**src/rtl/size_field_patcher.sv**
```systemverilog
// -----------------------------------------------------------------------------
// size_field_patcher
// Receives size back-patch requests (offset/value/byte count) from the slice
// sequencer. It queues them in a small FIFO and turns each one into big-endian
// byte writes on the output-frame memory write port.
//
// Ports
//   clock, reset_n            rising-edge clock, asynchronous active-low reset
//   offset_addr, val          field offset (relative to base_addr) and value
//   byte_size                 field width 1..4; a nonzero value is a one-cycle request
//   base_addr                 frame base, sampled together with each request
//   mem_wr_en/addr/data       registered byte write port
//   mem_wr_ready              memory accepts a byte while high with mem_wr_en
//   busy                      FIFO non-empty or a patch being written
//   overflow, bad_size        sticky drop flags (FIFO full / width > 4)
//   patch_count               completed patches, wraps modulo 2^CNT_W
// -----------------------------------------------------------------------------
module size_field_patcher #(
    parameter int DEPTH = 4,
    parameter int CNT_W = 16
) (
    input  logic             clock,
    input  logic             reset_n,
    input  logic [31:0]      offset_addr,
    input  logic [31:0]      val,
    input  logic [31:0]      byte_size,
    input  logic [31:0]      base_addr,
    output logic             mem_wr_en,
    output logic [31:0]      mem_wr_addr,
    output logic [7:0]       mem_wr_data,
    input  logic             mem_wr_ready,
    output logic             busy,
    output logic             overflow,
    output logic             bad_size,
    output logic [CNT_W-1:0] patch_count
);

    localparam int PW = (DEPTH > 1) ? $clog2(DEPTH) : 1;

    typedef enum logic [0:0] {
        IDLE  = 1'b0,
        WRITE = 1'b1
    } state_t;

    // Picks byte idx of a size-byte field, counting from the most significant byte.
    function automatic logic [7:0] byte_sel(input logic [31:0] v,
                                            input logic [2:0]  size,
                                            input logic [1:0]  idx);
        logic [2:0] pos;
        pos = size - 3'd1 - {1'b0, idx};
        return v[{pos[1:0], 3'b000} +: 8];
    endfunction

    logic [31:0]      fifo_addr_q [DEPTH];
    logic [31:0]      fifo_val_q  [DEPTH];
    logic [2:0]       fifo_size_q [DEPTH];
    logic [PW-1:0]    wr_ptr_q, rd_ptr_q;
    logic [PW:0]      count_q;

    state_t           state_q, state_d;
    logic [1:0]       idx_q, idx_d;
    logic [31:0]      addr_w_q, addr_w_d;
    logic [31:0]      val_w_q, val_w_d;
    logic [2:0]       size_w_q, size_w_d;
    logic             wr_en_q, wr_en_d;
    logic [31:0]      wr_addr_q, wr_addr_d;
    logic [7:0]       wr_data_q, wr_data_d;
    logic             overflow_q, bad_size_q;
    logic [CNT_W-1:0] patch_count_q;

    logic             req_valid_s, size_ok_s, full_s, push_s, pop_s, done_s;
    logic [31:0]      head_addr_s, head_val_s;
    logic [2:0]       head_size_s;

    // Request classification; fullness uses the registered count only.
    always_comb begin
        req_valid_s = (byte_size != 32'd0);
        size_ok_s   = (byte_size <= 32'd4);
        full_s      = (count_q == (PW+1)'(DEPTH));
        push_s      = req_valid_s && size_ok_s && !full_s;
        head_addr_s = fifo_addr_q[rd_ptr_q];
        head_val_s  = fifo_val_q[rd_ptr_q];
        head_size_s = fifo_size_q[rd_ptr_q];
    end

    // Next-state and next-output logic for the byte serialiser.
    always_comb begin
        state_d   = state_q;
        idx_d     = idx_q;
        addr_w_d  = addr_w_q;
        val_w_d   = val_w_q;
        size_w_d  = size_w_q;
        wr_en_d   = wr_en_q;
        wr_addr_d = wr_addr_q;
        wr_data_d = wr_data_q;
        pop_s     = 1'b0;
        done_s    = 1'b0;
        case (state_q)
            IDLE: begin
                wr_en_d = 1'b0;
                if (count_q != '0) begin
                    pop_s = 1'b1;
                end else begin
                    pop_s = 1'b0;
                end
            end
            WRITE: begin
                if (mem_wr_ready) begin
                    if ({1'b0, idx_q} == size_w_q - 3'd1) begin
                        done_s = 1'b1;
                        if (count_q != '0) begin
                            // Back-to-back patch: load the next head with no idle cycle.
                            pop_s = 1'b1;
                        end else begin
                            state_d = IDLE;
                            wr_en_d = 1'b0;
                        end
                    end else begin
                        idx_d     = idx_q + 2'd1;
                        wr_addr_d = addr_w_q + {30'd0, idx_d};
                        wr_data_d = byte_sel(val_w_q, size_w_q, idx_d);
                    end
                end else begin
                    // Stalled: hold address, data and enable.
                    wr_en_d = wr_en_q;
                end
            end
            default: begin
                state_d = IDLE;
                wr_en_d = 1'b0;
            end
        endcase
        if (pop_s) begin
            state_d   = WRITE;
            idx_d     = 2'd0;
            addr_w_d  = head_addr_s;
            val_w_d   = head_val_s;
            size_w_d  = head_size_s;
            wr_en_d   = 1'b1;
            wr_addr_d = head_addr_s;
            wr_data_d = byte_sel(head_val_s, head_size_s, 2'd0);
        end else begin
            wr_en_d = wr_en_d;
        end
    end

    // FIFO storage and pointers.
    always_ff @(posedge clock or negedge reset_n) begin
        if (!reset_n) begin
            wr_ptr_q <= '0;
            rd_ptr_q <= '0;
            count_q  <= '0;
            for (int i = 0; i < DEPTH; i++) begin
                fifo_addr_q[i] <= 32'd0;
                fifo_val_q[i]  <= 32'd0;
                fifo_size_q[i] <= 3'd0;
            end
        end else begin
            if (push_s) begin
                fifo_addr_q[wr_ptr_q] <= base_addr + offset_addr;
                fifo_val_q[wr_ptr_q]  <= val;
                fifo_size_q[wr_ptr_q] <= byte_size[2:0];
                wr_ptr_q              <= wr_ptr_q + 1'b1;
            end
            if (pop_s) begin
                rd_ptr_q <= rd_ptr_q + 1'b1;
            end
            case ({push_s, pop_s})
                2'b10:   count_q <= count_q + 1'b1;
                2'b01:   count_q <= count_q - 1'b1;
                default: count_q <= count_q;
            endcase
        end
    end

    // Serialiser state, working copy of the active patch, and output registers.
    always_ff @(posedge clock or negedge reset_n) begin
        if (!reset_n) begin
            state_q   <= IDLE;
            idx_q     <= 2'd0;
            addr_w_q  <= 32'd0;
            val_w_q   <= 32'd0;
            size_w_q  <= 3'd0;
            wr_en_q   <= 1'b0;
            wr_addr_q <= 32'd0;
            wr_data_q <= 8'd0;
        end else begin
            state_q   <= state_d;
            idx_q     <= idx_d;
            addr_w_q  <= addr_w_d;
            val_w_q   <= val_w_d;
            size_w_q  <= size_w_d;
            wr_en_q   <= wr_en_d;
            wr_addr_q <= wr_addr_d;
            wr_data_q <= wr_data_d;
        end
    end

    // Sticky drop flags and the completed-patch counter.
    always_ff @(posedge clock or negedge reset_n) begin
        if (!reset_n) begin
            overflow_q    <= 1'b0;
            bad_size_q    <= 1'b0;
            patch_count_q <= '0;
        end else begin
            overflow_q    <= overflow_q | (req_valid_s && size_ok_s && full_s);
            bad_size_q    <= bad_size_q | (req_valid_s && !size_ok_s);
            patch_count_q <= patch_count_q + {{(CNT_W-1){1'b0}}, done_s};
        end
    end

    assign mem_wr_en   = wr_en_q;
    assign mem_wr_addr = wr_addr_q;
    assign mem_wr_data = wr_data_q;
    assign busy        = (count_q != '0) | (state_q == WRITE);
    assign overflow    = overflow_q;
    assign bad_size    = bad_size_q;
    assign patch_count = patch_count_q;

endmodule

```
**config.mk**
```make
export PLATFORM = sky130hd
export DESIGN_NAME = size_field_patcher
export DESIGN_NICKNAME = d
export VERILOG_FILES = /design/src/rtl/size_field_patcher.sv
export SDC_FILE = /design/constraint.sdc
export NUM_CORES = 1
export LEC_CHECK = 0
export ABC_AREA = 0
export CAP_MARGIN = 5
export CORE_MARGIN = 4
export CORE_UTILIZATION = 58
export DETAILED_ROUTE_END_ITERATION = 6
export MAX_ROUTING_LAYER = met4
export PLACE_DENSITY_LB_ADDON = 0.1
export REMOVE_ABC_BUFFERS = 1
export SLEW_MARGIN = 15
export SYNTH_ARGS = -nofsm -noshare
export SYNTH_HDL_FRONTEND = slang
export SYNTH_SLANG_ARGS = --single-unit
```
**constraint.sdc**
```tcl
create_clock -name clock -period 4.53 [get_ports clock]
set_input_delay 1.1325 -clock clock [delete_from_list [all_inputs] [get_ports clock]]
set_output_delay 1.1325 -clock clock [all_outputs]
set_load 0.01 [all_outputs]
```
== Word level (Yosys, flattened, before mapping) ==
Cells that the tools add are included.
Storage, ports and cells
  register bits: 404
  word-level logic and storage cells: 116
  input bits: 131
  output and inout port bits: 60
Operators by class
  add/subtract/negate cells: 11
  reductions and logical operators: 14
  multiplexer cells: 45
  eq/ne operators: 8
  shift operators: 2
  bitwise logic cells: 6
  $lt $le $gt $ge: 4
Operators with widths (number)
  $mux 32: 9
  $bwmux 128: 2
  $bmux 32 s2: 2
  $demux 32 s2: 1
  $shiftx 32x6->8: 2
  $add 32x2->32: 1
  $add 32x32->32: 1
  $le 32x3->1 const B: 1
  $mux 8: 4
  $reduce_bool 32->1: 1
  $add 16x1->16: 1
  $mux 1: 14
  $bwmux 12: 1
  $mux 3: 3
  $mux 2: 4
  $add 2x1->2 const B: 3
  $bmux 3 s2: 1
  $demux 3 s2: 1
  $ge 3x3->1 const B: 2
  $not 2->3: 2
  $pmux 3 s2: 1
  $reduce_and 3->1: 2
  $reduce_bool 2->1: 3
  $sub 3x1->3 const B: 2
  other kinds (18): 26

== Logic depth before layout (Yosys ltp) ==
  depth after elaboration: 7
  mapped depth: 18
  gate-level depth less buffers: 14

== Worst setup path before layout ==
No wires, ideal clock.
  path kind: input to register
  start point: input byte_size[9]
  end point: register count_q[1]
  cell stages on the path: 10
  setup slack: 1166 ps
  path buffers: 1
  library setup time: 83 ps
  data arrival time: 3281 ps
  data required time: 4447 ps
  cell sequence: nor4_1 -> nand2_1 -> or4_1 -> nor3_2 -> buf_4 -> inv_1 -> ha_1 -> inv_1 -> fa_1 -> o21ai_0
Between the ends
  word-level cells in the longest chain between the ends: 5
  elaborated cells between the ends (all ways): 8
  those cells by class: order compare (1); eq/ne (2); mux (1); reduce/logical (4)
RTL lines
  start: declaration: line 26  | input logic [31:0] byte_size,
  $le 32x3->1 or $reduce_bool 32->1 (tied branches): line 78, 77
  $logic_and 1x1->1 (*) (2 in series): line 80  | push_s = req_valid_s && size_ok_s && !full_s;
  $eq 2x1->1 or $eq 2x2->1 (tied branches): line 168  | case ({push_s, pop_s})
  $pmux 3 s2 or $reduce_bool 2->1 (tied branches)
  end signal: assignment: line 169  | 2'b10: count_q <= count_q + 1'b1;
  end signal: assignment: line 170  | 2'b01: count_q <= count_q - 1'b1;
  end signal: assignment: line 171  | default: count_q <= count_q;
  end: declaration: line 58  | logic [PW:0] count_q;
Every way passes the cells marked *; elsewhere a longest branch is shown, timed or not.
A chain may end at the register's enable or synchronous reset.

== Worst setup path after layout ==
  start point: input base_addr[0]
  end point: register fifo_addr_q[30] in the netlist's numbering
Between the ends
  word-level cells in the longest chain between the ends: 2
RTL lines
  start: declaration: line 27  | input logic [31:0] base_addr,
  $add 32x32->32: line 160  | fifo_addr_q[wr_ptr_q] <= base_addr + offset_addr;
  $bwmux 128: line 160
  end signal: indexed assignment: line 160
  end: declaration: line 54  | logic [31:0] fifo_addr_q [DEPTH];
No other way between the ends.

==> summary.md <==
| Metric | Value |
|---|---|
| Leakage | 11.5 nW |
| FF-to-FF path depth | 14 |
| Vias in the first global route | 14000 |
| Hold-fix buffers, CTS | 0 |
| Area after DPL | 22400 um^2 |
| Routed Wire Length | 44200 um |
| Kind of critical path | in -> reg |
| Worst path slowest cell | clkdlybuf4s50_1 |
| Initial Util | 59.2% |
| Synth Cell Area | 19900 um^2 |
| Clock root cell | clkbuf_16 |
| Critical Path AT | 4.13 ns |
| Worst-Skew Late Latency | 0.53 ns |
| Reg2reg start | size_w_q[0] |
| Htree depth | 2 |
| Design area | 23700 um^2 |
| Hold path endpoint | overflow |
| Tightest Pin Transition | around 0.95 ns |
| Longest Clk Path Bufs | 3 |
| Slew headroom | between 30% and 40% |
| Post-synth EDFFs | 0 |
| TritonCTS Buffers | 42 |
| Worst hold path startpoint | overflow |
| First-pass GRT wire length | ~74000 um |
| TritonCTS clock tree | yes |
| Grt ovf | 0 |
| Detailed-route vias per instance | approximately 5.8 |
| RSZ-0062 raised after global routing | no |
| Die ar. | 37400 um^2 |
| Period minus WS final | 3.74 ns |
| Pwr Total | 7.59 mW |
| Overall Global Routing Usage | 24.7% |
| IO buf count | 190 |
| Post-synth cell types | 62 |
| Chip Height | 193 um |
| Worst vdd ir | 0.000237 V |
| Comb pwr share | 8.7% |
| Share of post-route cells with drive strength above 1 | 22.0% |
| Worst path required time | 4.91 ns |
| Die width | between 150 and 200 um |
| Final period utilization | 82.6% |
| Net Sw Frac | between 20% and 30% |
| Per-cell routed wire length | about 19 um |
| Worst-path clk slew | around 0.06 ns |
| Post-CTS setup buffer count | 0 |
| Clock share of power | 43.5% |
| Critical path fanouts, max | 4 |
| Register share of total power | between 40% and 50% |
| Synthesis Warnings | 0 |
| Fin util | a little over two thirds |
| I/O pin total | 191 |
| R2R Setup Slk | 1.55 ns |
| Hold Path Class | reg -> reg |
| Antenna-violating nets left | 0 |
| Post-route DRC | 0 |
| Post-Synthesis Cells | roughly 1700 |
| CP bufs+invs | 2 |
| FP Rows | 67 |
| R2r endpoint | count_q[2] |
| Final nets | 2005 |
| Family with the most delay on the worst path | compound AO/OA/AOI/OAI gates |
| Hold depth | 1 |
| Outcome | completed |
| Slew Viols, Final | 0 |
| Mean area per synthesized cell | 12.1 um^2 |
| Setup crit end kind | flop |
| Max Cap Viol | 0 |
| Pwr dens | 321 nW/um^2 |
| Pre-antenna DRT Iters | 5 |
| Clock Skew | 0.0154 ns |
| Area growth syn-to-layout | 18.8% |
| CP Cell Sequence | clkdlybuf4s50_1 -> ha_1 -> inv_1 -> fa_1 -> nor2b_1 -> o31a_1 -> o31a_1 -> o22ai_1 -> o21ai_0 -> a21oi_1 -> mux2i_1 -> o21ai_0 |
| Fin. Hold Viols | 0 |
| FF+latch count, synth | 404 |
| CP Launch Type | input port |
| Pint | just under 6 mW |
| Most frequent cells in the layout | dfrtp_1 (402), nand2_1 (307), mux2_2 (223), clkdlybuf4s50_1 (189), o21ai_0 (105) |
| Hpwl dp | 30000 um |
| Clock Sinks | approximately 400 |
| Initial antenna violation count | 2 |
| Synth async-reset ratio | between 90% and 100% |
| Final weighted congestion in routability-driven placement | 0.816 |
| Final hold slack | 0.457 ns |
| Sw Pwr | about 1.8 mW |
| Seq/Total Area, Yosys | 50.7% |
| Vias post-DR | approximately 13000 |
| CP peak stage delay | around 0.46 ns |
| Commonest non-fill, non-tap cell in the layout | dfrtp_1 |
| Largest net degree at the start of global routing | around 120 |
| Iteration-0 DRC count of the detailed router | 637 |
| Post-CTS sizing | 0 |
| Most used DFF post-synth | dfrtp_1 |
| Core footprint | 33700 um^2 |
| Final setup fails | 0 |
| Max Fclk | 0.267 GHz |
==> power groups by stage <==
stage          combinational [mW]  sequential, mW  clock, mW
5_1_grt                     0.734            3.63       3.52
2_1_floorplan               0.318            3.70          0
3_5_place_dp                0.666            3.70          0
6_report                    0.664            3.63       3.30
4_1_cts                     0.670            3.63       3.36
3_3_place_gp                0.652            3.69          0
==> metal layers <==
layer	part of all wire [%]	wire length, um	track usage [%]
met1	43	19200	32.3
met2	51	22600	41.9
met3	3.1	1380	2.70
met4	2.3	1020	6.24
met5	0	0	-
==> per-stage QoR <==
step           std cells  setup WS, ns  TNS, ns
6_report            2310         0.786        0
5_1_grt             2310         0.553        0
3_3_place_gp        2233         0.342        0
3_5_place_dp        2233         0.277        0
2_1_floorplan       1566         -1.35  -102.00
4_1_cts             2308         0.801        0
==> cells in the mapped netlist, drive strengths merged, types with 5 or more instances <==
master / instances / area [um^2]
a21boi: 5 / 37.5
a21o: 20 / 150
a21oi: 46 / 230
and2: 10 / 62.6
and3: 16 / 100
and4: 8 / 70.1
buf: 39 / 253
clkbuf: 50 / 188
dfrtp: 404 / 10100
ha: 42 / 526
inv: 22 / 82.6
mux2: 234 / 2640
mux2i: 23 / 230
mux4: 83 / 1870
nand2: 311 / 1180
nand2b: 7 / 43.8
nand3: 27 / 140
nand4: 10 / 62.6
nor2: 37 / 139
nor3: 10 / 55.1
nor4: 6 / 37.5
o21a: 7 / 52.6
o21ai: 107 / 536
o21bai: 5 / 37.5
o311ai: 5 / 43.8
o31ai: 5 / 37.5
xnor2: 49 / 429
xor2: 28 / 245
==> kinds of logic (layout without fill, tap and decap cells) <==
logic type	after synthesis	after routing	synth area share, %
compound gates	221	221	6.56
flops	404	404	50.7
other cells	0	2	0
simple gates	457	457	10.1
mux	340	340	23.7
xor+xnor	77	77	3.38
fa+ha+maj	45	45	2.94
buf+inv	111	316	2.62
==> flip-flops by register name, summed over array words and instances (netlist names) <==
name,cells
idx_q,2
count_q,3
addr_w_q,32
wr_ptr_q,2
mem_wr_data,8
mem_wr_en,1
mem_wr_addr,32
patch_count,16
val_w_q,32
fifo_val_q,128
overflow,1
fifo_size_q,12
fifo_addr_q,128
bad_size,1
rd_ptr_q,2
size_w_q,3
state_q,1
==> cell type report <==
type,instances,area (um^2)
antenna,2,5.00
clock buffer,69,1250
clock inverter,6,58.8
fill,2445,10000
inverter,22,83.8
multi-input combinational,1140,9340
sequential,404,10100
tap,448,561
timing repair buffer,219,2260
==> how the worst max path moves through the flow <==
stage / from / to / cells after the start
6_report: base_addr[0] / fifo_addr_q[30] / 12
5_1_grt: offset_addr[0] / fifo_addr_q[30] / 12
4_1_cts: base_addr[0] / fifo_addr_q[30] / 12
3_5_place_dp: offset_addr[0] / fifo_addr_q[30] / 12
3_3_place_gp: offset_addr[0] / fifo_addr_q[126] / 12
2_1_floorplan: idx_q[0] / count_q[2] / 13
No activity file was read; power rests on OpenSTA's default activity.
